### config.mk
export PLATFORM = sky130hd
export DESIGN_NAME = seg_display_decoder_flat
export DESIGN_NICKNAME = d
export VERILOG_FILES = /design/src/rtl/seg_display_decoder_if.sv /design/src/rtl/seg_display_decoder.sv /design/src/flat_wrapper.sv
export SDC_FILE = /design/constraint.sdc
export NUM_CORES = 1
export LEC_CHECK = 0
export ABC_CLOCK_PERIOD_IN_PS = 2100
export CAP_MARGIN = 20
export CORE_ASPECT_RATIO = 0.6
export CORE_MARGIN = 2
export CORE_UTILIZATION = 35
export DETAILED_ROUTE_END_ITERATION = 12
export PLACE_DENSITY = 0.52
export SYNTH_ARGS = -nofsm -noshare
export SYNTH_HDL_FRONTEND = slang
export SYNTH_SLANG_ARGS = --single-unit
### constraint.sdc
create_clock -name clk -period 2.1 [get_ports clk]
set_input_delay 0.21 -clock clk [delete_from_list [all_inputs] [get_ports clk]]
set_output_delay 0.21 -clock clk [all_outputs]
set_load 0.01 [all_outputs]
### src/rtl/seg_display_decoder_if.sv
// seg_display_decoder_if: scanned seg/an bus in, decoded 4-digit frame and error strobes out
interface seg_display_decoder_if;
  logic [6:0] seg;
  logic [3:0] an;
  logic [15:0] digits;
  logic [3:0] blank;
  logic frame_valid;
  logic dec_err;
  logic an_err;
  modport master (output seg, an, input digits, blank, frame_valid, dec_err, an_err);
  modport slave (input seg, an, output digits, blank, frame_valid, dec_err, an_err);
endinterface

### src/rtl/seg_display_decoder.sv
// seg_display_decoder: samples a multiplexed 7-segment bus, decodes settled slots to BCD and emits 4-digit frames
module seg_display_decoder #(
  parameter int SEG_ACTIVE_LOW = 1,
  parameter int AN_ACTIVE_LOW = 1,
  parameter int SETTLE_CYCLES = 2
) (
  input logic clk,
  input logic reset,
  seg_display_decoder_if.slave bus
);
  logic [6:0] seg_n;
  logic [3:0] an_n;
  logic [10:0] cur, prev;
  logic [3:0] cnt, seen, shadow_blank;
  logic [15:0] shadow;
  logic captured, same, cap, none, one, is_blank, bad;
  logic [3:0] nib;
  always_comb begin
    seg_n = SEG_ACTIVE_LOW != 0 ? ~bus.seg : bus.seg;
    an_n = AN_ACTIVE_LOW != 0 ? ~bus.an : bus.an;
    cur = {an_n, seg_n};
    same = cur == prev;
    cap = same && cnt == 4'(SETTLE_CYCLES - 1) && !captured;
    none = an_n == 4'd0;
    one = !none && (an_n & (an_n - 4'd1)) == 4'd0;
  end
  always_comb begin
    nib = 4'hE;
    bad = 1'b0;
    is_blank = 1'b0;
    case (seg_n)
      7'h3F: nib = 4'd0;
      7'h06: nib = 4'd1;
      7'h5B: nib = 4'd2;
      7'h4F: nib = 4'd3;
      7'h66: nib = 4'd4;
      7'h6D: nib = 4'd5;
      7'h7D: nib = 4'd6;
      7'h07: nib = 4'd7;
      7'h7F: nib = 4'd8;
      7'h6F: nib = 4'd9;
      7'h00: begin nib = 4'd0; is_blank = 1'b1; end
      default: bad = 1'b1;
    endcase
  end
  always_ff @(posedge clk) begin
    if (reset) begin
      prev <= '0;
      cnt <= '0;
      captured <= 1'b0;
      seen <= '0;
      shadow <= '0;
      shadow_blank <= '0;
      bus.digits <= '0;
      bus.blank <= '0;
      bus.frame_valid <= 1'b0;
      bus.dec_err <= 1'b0;
      bus.an_err <= 1'b0;
    end else begin
      prev <= cur;
      cnt <= same ? (cnt == 4'hF ? cnt : cnt + 4'd1) : 4'd0;
      captured <= same && (captured || cap);
      bus.frame_valid <= seen == 4'hF;
      bus.dec_err <= cap && one && bad;
      bus.an_err <= cap && !none && !one;
      if (seen == 4'hF) begin
        bus.digits <= shadow;
        bus.blank <= shadow_blank;
      end
      // a capture on the completion edge already belongs to the next frame
      seen <= (seen == 4'hF ? 4'd0 : seen) | (cap && one ? an_n : 4'd0);
      for (int i = 0; i < 4; i++)
        if (cap && one && an_n[i]) begin
          shadow[4*i +: 4] <= nib;
          shadow_blank[i] <= is_blank;
        end
    end
  end
endmodule
### src/flat_wrapper.sv
// flat-port wrapper written by rule: the top's interface ports become plain ports
module seg_display_decoder_flat 
#(
  parameter int SEG_ACTIVE_LOW = 1,
  parameter int AN_ACTIVE_LOW = 1,
  parameter int SETTLE_CYCLES = 2
)
  (clk, reset, bus_seg, bus_an, bus_digits, bus_blank, bus_frame_valid, bus_dec_err, bus_an_err);
  seg_display_decoder_if bus_i ();
  input logic clk;
  input logic reset;
  input wire logic [$bits(bus_i.seg)-1:0] bus_seg;
  input wire logic [$bits(bus_i.an)-1:0] bus_an;
  output wire logic [$bits(bus_i.digits)-1:0] bus_digits;
  output wire logic [$bits(bus_i.blank)-1:0] bus_blank;
  output wire logic [$bits(bus_i.frame_valid)-1:0] bus_frame_valid;
  output wire logic [$bits(bus_i.dec_err)-1:0] bus_dec_err;
  output wire logic [$bits(bus_i.an_err)-1:0] bus_an_err;
  assign bus_i.seg = bus_seg;
  assign bus_i.an = bus_an;
  assign bus_digits = bus_i.digits;
  assign bus_blank = bus_i.blank;
  assign bus_frame_valid = bus_i.frame_valid;
  assign bus_dec_err = bus_i.dec_err;
  assign bus_an_err = bus_i.an_err;
  seg_display_decoder #(.SEG_ACTIVE_LOW(SEG_ACTIVE_LOW), .AN_ACTIVE_LOW(AN_ACTIVE_LOW), .SETTLE_CYCLES(SETTLE_CYCLES)) u_core (.clk(clk), .reset(reset), .bus(bus_i));
endmodule
==> summary.txt, run 1 <==
Run status
  – Status: completed

Timing
  – Minimum clock period: between 1.5 and 2 ns
  – Setup_tns: 0 ns
  – Unrepaired setup endpoints after global routing: no
  – Final hold vios: 0
  – Relative slew slack: approximately 54%
  – Clk_skew: about 0.0046 ns
  – Slew at the pin closest to its max-slew limit: 0.691 ns
  – Period utilization: between 90 and 100%
  – Final setup viols: 0
  – Worst Slack Setup Final: 0.132 ns
  – Max Fclk: 508 MHz
  – Final-report max-slew violation count: 0

Min path
  – Worst hold path cell count: 3
  – WHS Endpoint: u_core.cnt[0]
  – Hold path startpoint: reset
  – Hold crit path type: input port to flop

GRT
  – Initial antenna violation count: 0
  – Global-route usage over all layers: 15.7%
  – Largest net degree at the start of global routing: approximately 60
  – Grt ovf: 0
  – Vias in the first global route: around 2100
  – First-pass GRT wire length: 10400 um

Routing
  – Antenna-violating nets left: 0
  – WL/cell: between 10 and 15 um
  – DRC violations left: 0
  – First-pass DRT Iterations: 4
  – Initial drt markers: roughly 120
  – Routed WL: 6170 um
  – Post-DR vias/cell: between 4 and 5
  – Vias: 2275

Logic synthesis
  – Avg Cell Area, Syn: 9.16 sq um
  – Main area contributors after synthesis: dfxtp_1 (46%), nand2_1 (6.6%), nor2_1 (5.3%)
  – Area share of the largest cell type after synthesis: about 46%
  – Main synth FF type: dfxtp_1
  – Number of synthesis warnings: 0
  – Cell taking the most area after synthesis: dfxtp_1
  – Synthesized area: roughly 2700 sq um
  – Post-synth EDFFs: 0
  – Seq/Total Area, Yosys: 46.0%
  – Syn_nets: roughly 310
  – Netlist cell types: between 40 and 50
  – Post-synthesis instance total: around 300
  – Post-synth ARST share: 0%
  – Synth Register Bits: between 60 and 70

Critical path
  – Critical path peak fanout: 7
  – Kind of critical path: flop to flop
  – Worst reg2reg setup slack: 0.13 ns
  – Critical Path AT: between 2 and 2.5 ns
  – Worst R2R Start: u_core.cnt[1]
  – Data required time of the worst path: 2.29 ns
  – Crit start category: flop
  – Reg2reg path depth: 8
  – Critical path capture point type: flop
  – R2R Path End: u_core.shadow[4]
  – Crit. Startpoint: u_core.cnt[1]

Die
  – Core area: between 7000 and 8000 sq um
  – I/O pin count: 36
  – Die area: around 8600 sq um
  – Die Height: a little over 70 um
  – Die X: between 100 and 150 um
  – Initial core utilization: ~37%
  – Site row count: 24

Clock network
  – Clock Sinks: 63
  – Skew-Pair Late Insertion Delay: 0.32 ns
  – Htree depth: 3
  – TritonCTS clock tree: yes
  – Worst-path clk slew: around 0.05 ns
  – Setup Buffers After CTS: 0
  – Cts hold-fix bufs: 0
  – Clk buf depth: 2
  – CTS Root Cell: clkbuf_16
  – Inserted Clock Buffers: 9

Place
  – Port bufs: 35
  – Final HPWL DP: about 4500 um
  – GPL Wtd Cong: 0.852
  – Pre-CTS setup slack: -0.217 ns

Pwr
  – Worst vdd ir: about 0.46 mV
  – Power density cells: roughly 800 nW/um^2
  – Lkg Pwr: between 1 and 1.5 nW
  – Final Power: approximately 3.0 mW

Layout
  – Share of post-route cells with drive strength above 1: 20.4%
  – Area Growth Syn to Fin: 37.4%
  – Diode count: 0
  – Nets@finish: between 300 and 400
  – Filler cells: about 730

Flow run
  – Max cap viols: 0
-- power by group --
part           switching, mW  internal (mW)  total [mW]
combinational          0.117         0.0973       0.214
sequential           0.00545           1.21        1.21
clock                  0.494           1.10        1.59
total                  0.616           2.41        3.02
-- cells in the mapped netlist, types with 4 or more instances --
cell / instances
nand4_1: 5
mux2i_1: 8
xor2_1: 8
nand2_1: 48
nor3b_1: 6
buf_4: 8
dfxtp_1: 63
nor2_1: 39
nor3_1: 4
and4b_1: 4
a211oi_1: 13
nand3_1: 5
a21oi_1: 29
clkbuf_1: 9
-- cells by family after synthesis --
kind of cell / share of synthesized area, %
and+or+nand+nor: 26.9
AOI/OAI and AO/OA: 12.6
xor gates and xnor gates: 5.30
muxes: 3.33
adders and majority gates: 1.28
buffers and inverters: 4.52
DFF: 46.0
-- worst max-delay path, cell delays in order, from the launching register on --
cell and delay, ns:
dfxtp_1 0.30, inv_1 0.05, ha_1 0.14, nor4b_2 0.42
nand4_1 0.22, nor4_4 0.25, buf_4 0.21, mux2i_1 0.18
nor2_1 0.05
-- sequential cells by signal, indices dropped and copies added (netlist names) --
name                    flops
u_core.seen                 4
u_core.bus.digits          16
u_core.bus.blank            4
u_core.cnt                  4
u_core.captured             1
u_core.bus.frame_valid      1
u_core.prev                11
u_core.shadow              16
u_core.bus.an_err           1
u_core.shadow_blank         4
u_core.bus.dec_err          1
-- placed cells by master (no fill, tap or decap), types with 3 or more instances in the layout --
master | synthesis | final
and4b_1 | 4 | 4
xnor2_1 | 3 | 3
dfxtp_1 | 63 | 63
inv_1 | 3 | 3
mux2i_1 | 8 | 8
clkbuf_16 | 0 | 9
nand3_1 | 5 | 5
clkdlybuf4s50_1 | 0 | 33
nor3_1 | 4 | 4
xor2_2 | 3 | 3
xor2_1 | 8 | 8
nor2_1 | 39 | 39
a21oi_1 | 29 | 29
buf_4 | 8 | 44
nand4_1 | 5 | 5
nor3b_1 | 6 | 5
nand2_1 | 48 | 48
a211oi_1 | 13 | 13
-- cell type report --
| class | instances | area (sq um) | share of cell area (%) |
|---|---|---|---|
| clock inverter | 3 | 65.1 | 1.73 |
| clock buffer | 13 | 260 | 6.91 |
| multi-input combinational | 212 | 1360 | 36.1 |
| timing repair buffer | 79 | 678 | 18.0 |
| tap | 104 | 130 | 3.46 |
| sequential | 63 | 1260 | 33.5 |
| inverter | 3 | 11.3 | 0.299 |
-- timing repair --
item                       in CTS  in global routing
resized for setup               0                  2
setup endpoints to repair       0                 12
hold endpoints to repair        0                  0
-- how the worst max path moves through the flow --
stage	to
2_1_floorplan	u_core.shadow[8]
3_3_place_gp	u_core.shadow[4]
3_5_place_dp	u_core.shadow[4]
4_1_cts	u_core.shadow[15]
5_1_grt	u_core.shadow[4]
6_report	u_core.shadow[4]
-- per-layer routing --
layer	up-vias	part of all wire (%)	GRT usage [%]
met5	-	0	0
met4	0	0.26	3.61
met3	2	8.4	6.76
met2	61	38	20.6
met1	1025	53	23.4
li1	1187	-	-
-- metrics by stage --
stage / cells / area [sq um] / util, % / hold WS, ns
after floorplan: 299 / 2740 / - / 0.401
after global placement: 461 / 3430 / 46.3 / 0.441
after detailed placement: 461 / 3430 / 46.3 / 0.446
after CTS: 477 / 3760 / 50.7 / 0.193
after global routing: 477 / 3770 / 50.8 / 0.221
final: 477 / 3770 / 50.8 / 0.209
(Power assumes the default switching activity.)
==> run 2: changes to the inputs <==
--- a/config.mk
+++ b/config.mk
@@ -15,3 +15,4 @@
 export SYNTH_ARGS = -nofsm -noshare
 export SYNTH_HDL_FRONTEND = slang
 export SYNTH_SLANG_ARGS = --single-unit
+export TNS_END_PERCENT = 50
==> results of run 2 <==
No change in the layout: final DEF, timing and power equal those of run 1.
